`src/rtl/image_stream_ctrl_if.sv`:
```
// Byte stream bundle between the UART receiver, the image stream controller and the transmitter.
interface image_stream_ctrl_if #(
  parameter int D_BITS = 8
);
  logic [D_BITS-1:0] i_data;
  logic              i_drdy;
  logic              i_tx_rdy;
  logic [D_BITS-1:0] o_data;
  logic              o_dvalid;

  modport master (output i_data, i_drdy, i_tx_rdy, input o_data, o_dvalid);
  modport slave  (input i_data, i_drdy, i_tx_rdy, output o_data, o_dvalid);
endinterface

```
`src/rtl/image_stream_ctrl.sv`:
```
// Parses A5-framed image headers from a UART byte stream, transforms pixel bytes by mode and
// queues them in a small FIFO that drains one byte every other cycle to the transmitter.
//   state   | meaning
//   IDLE    | discard bytes until sync 0xA5
//   HDR     | collect width(2), height(2), mode(1)
//   DATA    | transform and buffer pixel bytes until the pixel count expires
module image_stream_ctrl #(
  parameter int D_BITS       = 8,
  parameter int row_depth    = 1024,
  parameter int column_depth = 1024,
  parameter int CHANNELS     = 1,
  parameter int FIFO_DEPTH   = 16,
  parameter int THR          = 128
) (
  input  logic                i_clk,
  input  logic                reset,
  image_stream_ctrl_if.slave  s_if,
  output logic                o_busy,
  output logic                o_frame_done,
  output logic                o_err,
  output logic                o_ovf
);

  localparam int PTR_W = $clog2(FIFO_DEPTH);
  localparam int CNT_W = 35;
  localparam logic [16:0]       COL_MAX = 17'(column_depth);
  localparam logic [16:0]       ROW_MAX = 17'(row_depth);
  localparam logic [CNT_W-1:0]  CH_C    = CNT_W'(CHANNELS);
  localparam logic [D_BITS-1:0] THR_C   = D_BITS'(THR);

  typedef enum logic [1:0] {ST_IDLE, ST_HDR, ST_DATA} state_t;

  state_t            state_q, state_d;
  logic [2:0]        hdr_cnt_q, hdr_cnt_d;
  logic [15:0]       width_q, width_d;
  logic [15:0]       height_q, height_d;
  logic [1:0]        mode_q, mode_d;
  logic [CNT_W-1:0]  pix_cnt_q, pix_cnt_d;
  logic              wr_en_q, wr_en_d;
  logic [D_BITS-1:0] wr_data_q, wr_data_d;
  logic              frame_done_q, frame_done_d;
  logic              err_q, err_d;
  logic              ovf_q, ovf_d;
  logic [PTR_W:0]    wr_ptr_q, wr_ptr_d;
  logic [PTR_W:0]    rd_ptr_q, rd_ptr_d;
  logic              dvalid_last_q, dvalid_last_d;
  logic [D_BITS-1:0] o_data_q, o_data_d;
  logic [D_BITS-1:0] mem_q [FIFO_DEPTH];

  logic              fifo_empty;
  logic              fifo_full;
  logic              rd_en;
  logic              wr_ok;
  logic              hdr_bad;
  logic [D_BITS-1:0] xf_data;

  always_comb begin
    fifo_empty = (wr_ptr_q == rd_ptr_q);
    fifo_full  = (wr_ptr_q[PTR_W] != rd_ptr_q[PTR_W]) &&
                 (wr_ptr_q[PTR_W-1:0] == rd_ptr_q[PTR_W-1:0]);
    rd_en      = !fifo_empty && s_if.i_tx_rdy && !dvalid_last_q;
    // A pop in the same cycle frees the slot, so a full FIFO still takes the write.
    wr_ok      = wr_en_q && (!fifo_full || rd_en);
    hdr_bad    = (width_q == 16'd0) || (height_q == 16'd0) ||
                 ({1'b0, width_q} > COL_MAX) || ({1'b0, height_q} > ROW_MAX) ||
                 (s_if.i_data[1:0] == 2'b11);
    case (mode_q)
      2'd1:    xf_data = ~s_if.i_data;
      2'd2:    xf_data = {D_BITS{s_if.i_data >= THR_C}};
      default: xf_data = s_if.i_data;
    endcase
  end

  always_comb begin
    state_d       = state_q;
    hdr_cnt_d     = hdr_cnt_q;
    width_d       = width_q;
    height_d      = height_q;
    mode_d        = mode_q;
    pix_cnt_d     = pix_cnt_q;
    wr_en_d       = 1'b0;
    wr_data_d     = wr_data_q;
    frame_done_d  = 1'b0;
    err_d         = err_q;
    ovf_d         = ovf_q;
    wr_ptr_d      = wr_ptr_q;
    rd_ptr_d      = rd_ptr_q;
    dvalid_last_d = rd_en;
    o_data_d      = o_data_q;

    case (state_q)
      ST_IDLE: begin
        if (s_if.i_drdy && (s_if.i_data[7:0] == 8'hA5)) begin
          state_d   = ST_HDR;
          hdr_cnt_d = 3'd0;
        end
      end
      ST_HDR: begin
        if (s_if.i_drdy) begin
          hdr_cnt_d = hdr_cnt_q + 3'd1;
          case (hdr_cnt_q)
            3'd0: width_d[15:8]  = s_if.i_data[7:0];
            3'd1: width_d[7:0]   = s_if.i_data[7:0];
            3'd2: height_d[15:8] = s_if.i_data[7:0];
            3'd3: height_d[7:0]  = s_if.i_data[7:0];
            3'd4: begin
              if (hdr_bad) begin
                err_d   = 1'b1;
                state_d = ST_IDLE;
              end else begin
                mode_d    = s_if.i_data[1:0];
                pix_cnt_d = CNT_W'(width_q) * CNT_W'(height_q) * CH_C;
                state_d   = ST_DATA;
              end
            end
            default: state_d = ST_IDLE;
          endcase
        end
      end
      ST_DATA: begin
        if (s_if.i_drdy) begin
          wr_en_d   = 1'b1;
          wr_data_d = xf_data;
          pix_cnt_d = pix_cnt_q - CNT_W'(1);
          if (pix_cnt_q == CNT_W'(1)) begin
            frame_done_d = 1'b1;
            state_d      = ST_IDLE;
          end
        end
      end
      default: state_d = ST_IDLE;
    endcase

    if (wr_ok) wr_ptr_d = wr_ptr_q + 1'b1;
    else if (wr_en_q) ovf_d = 1'b1;

    if (rd_en) begin
      rd_ptr_d = rd_ptr_q + 1'b1;
      o_data_d = mem_q[rd_ptr_q[PTR_W-1:0]];
    end
  end

  always_ff @(posedge i_clk) begin
    if (!reset) begin
      state_q       <= ST_IDLE;
      hdr_cnt_q     <= '0;
      width_q       <= '0;
      height_q      <= '0;
      mode_q        <= '0;
      pix_cnt_q     <= '0;
      wr_en_q       <= 1'b0;
      wr_data_q     <= '0;
      frame_done_q  <= 1'b0;
      err_q         <= 1'b0;
      ovf_q         <= 1'b0;
      wr_ptr_q      <= '0;
      rd_ptr_q      <= '0;
      dvalid_last_q <= 1'b0;
      o_data_q      <= '0;
    end else begin
      state_q       <= state_d;
      hdr_cnt_q     <= hdr_cnt_d;
      width_q       <= width_d;
      height_q      <= height_d;
      mode_q        <= mode_d;
      pix_cnt_q     <= pix_cnt_d;
      wr_en_q       <= wr_en_d;
      wr_data_q     <= wr_data_d;
      frame_done_q  <= frame_done_d;
      err_q         <= err_d;
      ovf_q         <= ovf_d;
      wr_ptr_q      <= wr_ptr_d;
      rd_ptr_q      <= rd_ptr_d;
      dvalid_last_q <= dvalid_last_d;
      o_data_q      <= o_data_d;
    end
  end

  // Storage needs no reset; the pointers define what is valid.
  always_ff @(posedge i_clk) begin
    if (wr_ok) mem_q[wr_ptr_q[PTR_W-1:0]] <= wr_data_q;
  end

  assign s_if.o_dvalid = rd_en;
  assign s_if.o_data   = o_data_d;
  assign o_busy        = (state_q != ST_IDLE);
  assign o_frame_done  = frame_done_q;
  assign o_err         = err_q;
  assign o_ovf         = ovf_q;

endmodule
```
`src/flat_wrapper.sv`:
```
// flat-port wrapper written by rule: the top's interface ports become plain ports
module image_stream_ctrl_flat 
#(
  parameter int D_BITS       = 8,
  parameter int row_depth    = 1024,
  parameter int column_depth = 1024,
  parameter int CHANNELS     = 1,
  parameter int FIFO_DEPTH   = 16,
  parameter int THR          = 128
)
  (i_clk, reset, o_busy, o_frame_done, o_err, o_ovf, s_if_i_data, s_if_i_drdy, s_if_i_tx_rdy, s_if_o_data, s_if_o_dvalid);
  image_stream_ctrl_if #(.D_BITS(D_BITS)) s_if_i ();
  input  logic i_clk;
  input  logic reset;
  output logic o_busy;
  output logic o_frame_done;
  output logic o_err;
  output logic o_ovf;
  input wire logic [$bits(s_if_i.i_data)-1:0] s_if_i_data;
  input wire logic [$bits(s_if_i.i_drdy)-1:0] s_if_i_drdy;
  input wire logic [$bits(s_if_i.i_tx_rdy)-1:0] s_if_i_tx_rdy;
  output wire logic [$bits(s_if_i.o_data)-1:0] s_if_o_data;
  output wire logic [$bits(s_if_i.o_dvalid)-1:0] s_if_o_dvalid;
  assign s_if_i.i_data = s_if_i_data;
  assign s_if_i.i_drdy = s_if_i_drdy;
  assign s_if_i.i_tx_rdy = s_if_i_tx_rdy;
  assign s_if_o_data = s_if_i.o_data;
  assign s_if_o_dvalid = s_if_i.o_dvalid;
  image_stream_ctrl #(.D_BITS(D_BITS), .row_depth(row_depth), .column_depth(column_depth), .CHANNELS(CHANNELS), .FIFO_DEPTH(FIFO_DEPTH), .THR(THR)) u_core (.i_clk(i_clk), .reset(reset), .s_if(s_if_i), .o_busy(o_busy), .o_frame_done(o_frame_done), .o_err(o_err), .o_ovf(o_ovf));
endmodule
```
`config.mk`:
```
export PLATFORM = sky130hd
export DESIGN_NAME = image_stream_ctrl_flat
export DESIGN_NICKNAME = d
export VERILOG_FILES = /design/src/rtl/image_stream_ctrl_if.sv /design/src/rtl/image_stream_ctrl.sv /design/src/flat_wrapper.sv
export SDC_FILE = /design/constraint.sdc
export NUM_CORES = 1
export LEC_CHECK = 0
export ABC_AREA = 1
export CORE_UTILIZATION = 59
export CTS_BUF_LIST = sky130_fd_sc_hd__clkbuf_4 sky130_fd_sc_hd__clkbuf_8 sky130_fd_sc_hd__clkbuf_16
export DETAILED_ROUTE_END_ITERATION = 8
export PLACE_DENSITY = 0.86
export SLEW_MARGIN = 20
export SYNTH_ARGS = -nofsm -noshare
export SYNTH_HDL_FRONTEND = slang
export SYNTH_SLANG_ARGS = --single-unit
```
`constraint.sdc`:
```
create_clock -name i_clk -period 5.35 [get_ports i_clk]
set_clock_uncertainty 0.1 [all_clocks]
set_input_delay 1.07 -clock i_clk [delete_from_list [all_inputs] [get_ports i_clk]]
set_output_delay 1.07 -clock i_clk [all_outputs]
set_load 0.03 [all_outputs]
```
==> key figures <==
Status
  – Status: finished, violations left
  – Failing checks: setup timing

Critical path
  – Crit path from: u_core.height_q[6]
  – Worst-path maximum fanout: 5
  – Kind of critical path: reg2reg
  – RR Startpoint: u_core.height_q[6]
  – Data arrival, critical path: 5.84 ns
  – CP required: 5.70 ns
  – Crit end category: register
  – R2R cell count: 24
  – CP Launch Type: register

STA
  – Fin. Hold Viols: 0
  – Crit path time final: 5.48 ns
  – Slew @ Worst Pin: 1.03 ns
  – Final Max Slew Viols: 0
  – Period Utilization, post-route: 102%
  – Setup WS post-layout: -0.130 ns
  – Worst rel slew slack: 31.3%
  – Max Freq: 182 MHz
  – RSZ-0062 raised after global routing: true
  – Setup Viol. Count Final: 14

Clock network
  – Clock transition at path regs: 0.06 ns
  – CTS tree: built
  – Clock Path Buffers: 3
  – Cts bufs inserted: 26
  – # hold bufs at CTS: 0
  – H-tree depth: 1
  – Clock sinks: 237
  – Clk_lat worst skew: 0.56 ns
  – Clk root buf: clkbuf_16

Finish
  – Fin cells: 3253
  – Layout Utilization: 70.2%
  – Layout cells sized above 1: 15.9%
  – Number of inserted diodes: 0
  – Nets: 3111
  – Layout area overhead: 16.4%
  – Fillers: 2419

Drt
  – First-iteration detailed-routing DRC count: 1875
  – Routed WL: 58.2 mm
  – Number of iterations in the first detailed-routing pass: 6
  – DR vias/cell: 5.62
  – Residual DRC count: 0
  – Via count: 18300
  – DR WL/cell: 17.9 µm
  – Final ANT Viol Nets: 0

Logic synthesis
  – Post-Syn Area per Cell: 7.59 µm²
  – Net Count, Synth: 3007
  – Synthesized area: 0.0204 mm²
  – Synth unique cells: 40
  – Yosys reg bits: 237
  – Sequential element share of the synthesized area: 29.6%
  – Ys Warns: 0
  – Cells after Synth: 2683

Floorplanning
  – Initial Util: 60.3%
  – FP Rows: 67
  – # IOs: 25
  – Die H: 188 µm
  – Core box area: 0.0338 mm²
  – Die area: 0.0353 mm²
  – Die width: 188 µm

Global route
  – GRT busiest layer: met2
  – Largest net degree at the start of global routing: 70
  – GRT overflow: 0
  – Global Route met2 Usage: 57.3%
  – GRT met1 Usage: 38.4%
  – GR Util met3: 4.74%
  – Initial antenna violation count: 0
  – First-pass GRT wire length: 92.0 mm
  – Vias in the first global route: 18600
  – Global Route Usage Sum: 32.5%

Min path
  – Min-delay src: u_core.o_data_q[5]
  – Worst Hold Depth: 2
  – Hold Path Class: reg2reg

Job
  – Max-Cap Viols: 0

Pwr
  – PD cells: 265 mW/mm²
  – Max IR drop VDD: 0.335 mV
  – Leakage power: 12.3 nW
  – Overall Power: 6.30 mW

Placed design
  – Gp weighted congestion: 0.986
  – Hpwl dp: 42.2 mm
  – Placed instance count: 3190
  – PortBufs: 24
## state kept, by name, summed over array words and instances (netlist names), named ones only
| register | flops |
|---|---|
| u_core.rd_ptr_q | 5 |
| u_core.state_q | 2 |
| u_core.o_ovf | 1 |
| u_core.wr_data_q | 8 |
| u_core.o_frame_done | 1 |
| u_core.height_q | 16 |
| u_core.hdr_cnt_q | 3 |
| u_core.wr_en_q | 1 |
| u_core.mode_q | 2 |
| u_core.o_err | 1 |
| u_core.width_q | 16 |
| u_core.dvalid_last_q | 1 |
| u_core.o_data_q | 8 |
| u_core.mem_q | 128 |
| u_core.pix_cnt_q | 35 |
| u_core.wr_ptr_q | 5 |
## cells in the mapped netlist (all sizes together)
master / count / share of area, %
o211ai: 33 / 1.2
a21oi: 93 / 2.3
clkinv: 3 / 0.055
or2: 5 / 0.15
and2: 7 / 0.21
a21boi: 1 / 0.037
a31oi: 3 / 0.092
o21bai: 1 / 0.037
a211oi: 2 / 0.074
nand2: 702 / 13
nand4: 11 / 0.34
nor3: 10 / 0.25
fa: 194 / 19
ha: 118 / 7.2
xor2: 17 / 0.73
nor3b: 2 / 0.074
nand3b: 4 / 0.15
a21o: 2 / 0.074
o21ai: 163 / 4.1
nand3: 86 / 2.1
xnor2: 7 / 0.30
clkbuf: 63 / 1.2
edfxtp: 128 / 19
dfxtp: 109 / 11
buf: 56 / 1.6
nor4: 1 / 0.031
inv: 513 / 9.5
and3: 2 / 0.061
nor2: 347 / 6.5
## final cells by class
| type | count | area, µm² | area share [%] |
|---|---|---|---|
| Tap cell | 448 | 561 | 2.36 |
| Clock buffer | 30 | 681 | 2.87 |
| Multi-Input combinational cell | 1811 | 12600 | 53.1 |
| Clock inverter | 16 | 149 | 0.628 |
| Timing Repair Buffer | 195 | 1680 | 7.10 |
| Inverter | 516 | 1940 | 8.20 |
| Sequential cell | 237 | 6100 | 25.7 |
## layout by cell type (no fill, tap or decap), types with 9 or more instances in the layout
| cell | instances |
|---|---|
| inv_2 | 44 |
| clkdlybuf4s50_1 | 23 |
| dfxtp_1 | 81 |
| o21ai_0 | 157 |
| nor2_4 | 16 |
| fa_1 | 182 |
| nand2_4 | 19 |
| nand4_1 | 11 |
| nor3_1 | 9 |
| nor2_2 | 9 |
| nor2_1 | 322 |
| ha_1 | 99 |
| o211ai_1 | 33 |
| nand3_2 | 15 |
| inv_1 | 466 |
| dfxtp_2 | 12 |
| clkbuf_16 | 26 |
| fa_2 | 12 |
| a21oi_1 | 86 |
| nand3_1 | 69 |
| buf_6 | 18 |
| xor2_1 | 16 |
| nand2_2 | 47 |
| buf_4 | 144 |
| edfxtp_1 | 128 |
| ha_4 | 17 |
| dfxtp_4 | 16 |
| nand2_1 | 636 |
## routing by layer
| layer | up-vias | wire length, µm |
|---|---|---|
| met3 | 275 | 4740 |
| met2 | 983 | 29100 |
| met5 | - | 0 |
| met1 | 8639 | 20900 |
| li1 | 8394 | - |
| met4 | 0 | 3370 |
## per-stage QoR
stage / area [µm²] / hold WS, ns / TNS [ns] / setup WS [ns]
after detailed placement: 21800 / 0.359 / -6.28 / -0.414
after CTS: 23200 / 0.373 / -0.298 / -0.0906
after floorplan: 20400 / 0.351 / -0.0673 / -0.0226
after global routing: 23700 / 0.395 / -4.48 / -0.367
final: 23700 / 0.383 / -0.876 / -0.130
after global placement: 21800 / 0.339 / -4.84 / -0.323
## worst paths after layout
kind	end	slack (ns)
min	u_core.o_data_q[5]	0.38
max	u_core.pix_cnt_q[23]	-0.13
min reg2reg	u_core.o_data_q[5]	0.38
max reg2reg	u_core.pix_cnt_q[23]	-0.13
## kinds of logic after synthesis
family | after synthesis | synth area share (%)
AND/OR/NAND/NOR | 1177 | 22.9
buffers and inverters | 635 | 12.3
XOR/XNOR | 24 | 1.03
adder cells (fa/ha/maj) | 312 | 26.3
flip-flops | 237 | 29.6
AO/OA/AOI/OAI | 298 | 7.87
## where the power goes
part / switching [mW] / internal, mW / total (mW)
Clock: 0.785 / 0.972 / 1.76
Sequential: 0.160 / 2.06 / 2.22
Combinational: 1.59 / 0.735 / 2.32
Total: 2.53 / 3.76 / 6.30
## critical path, cell delays in order, from the launching register on
cell,delay (ns)
dfxtp_4,0.37
buf_8,0.14
nand2_4,0.05
inv_2,0.04
fa_1,0.53
inv_1,0.06
fa_1,0.47
fa_2,0.60
inv_2,0.04
fa_2,0.50
fa_1,0.57
inv_2,0.05
fa_1,0.52
inv_2,0.05
ha_4,0.31
nand2_4,0.09
nor2_4,0.15
buf_6,0.11
nand4_1,0.09
nand3b_1,0.15
nand2_1,0.07
nand2_1,0.08
nor2_2,0.05
nor2_1,0.10
nor2_1,0.06
## repair_timing
action,4_1_cts,5_1_grt
endpoints found under the setup margin,23,24
buffers inserted,12,5
resized for setup,114,175
pin swaps,49,104
No activity file was read; power rests on OpenSTA's default activity.
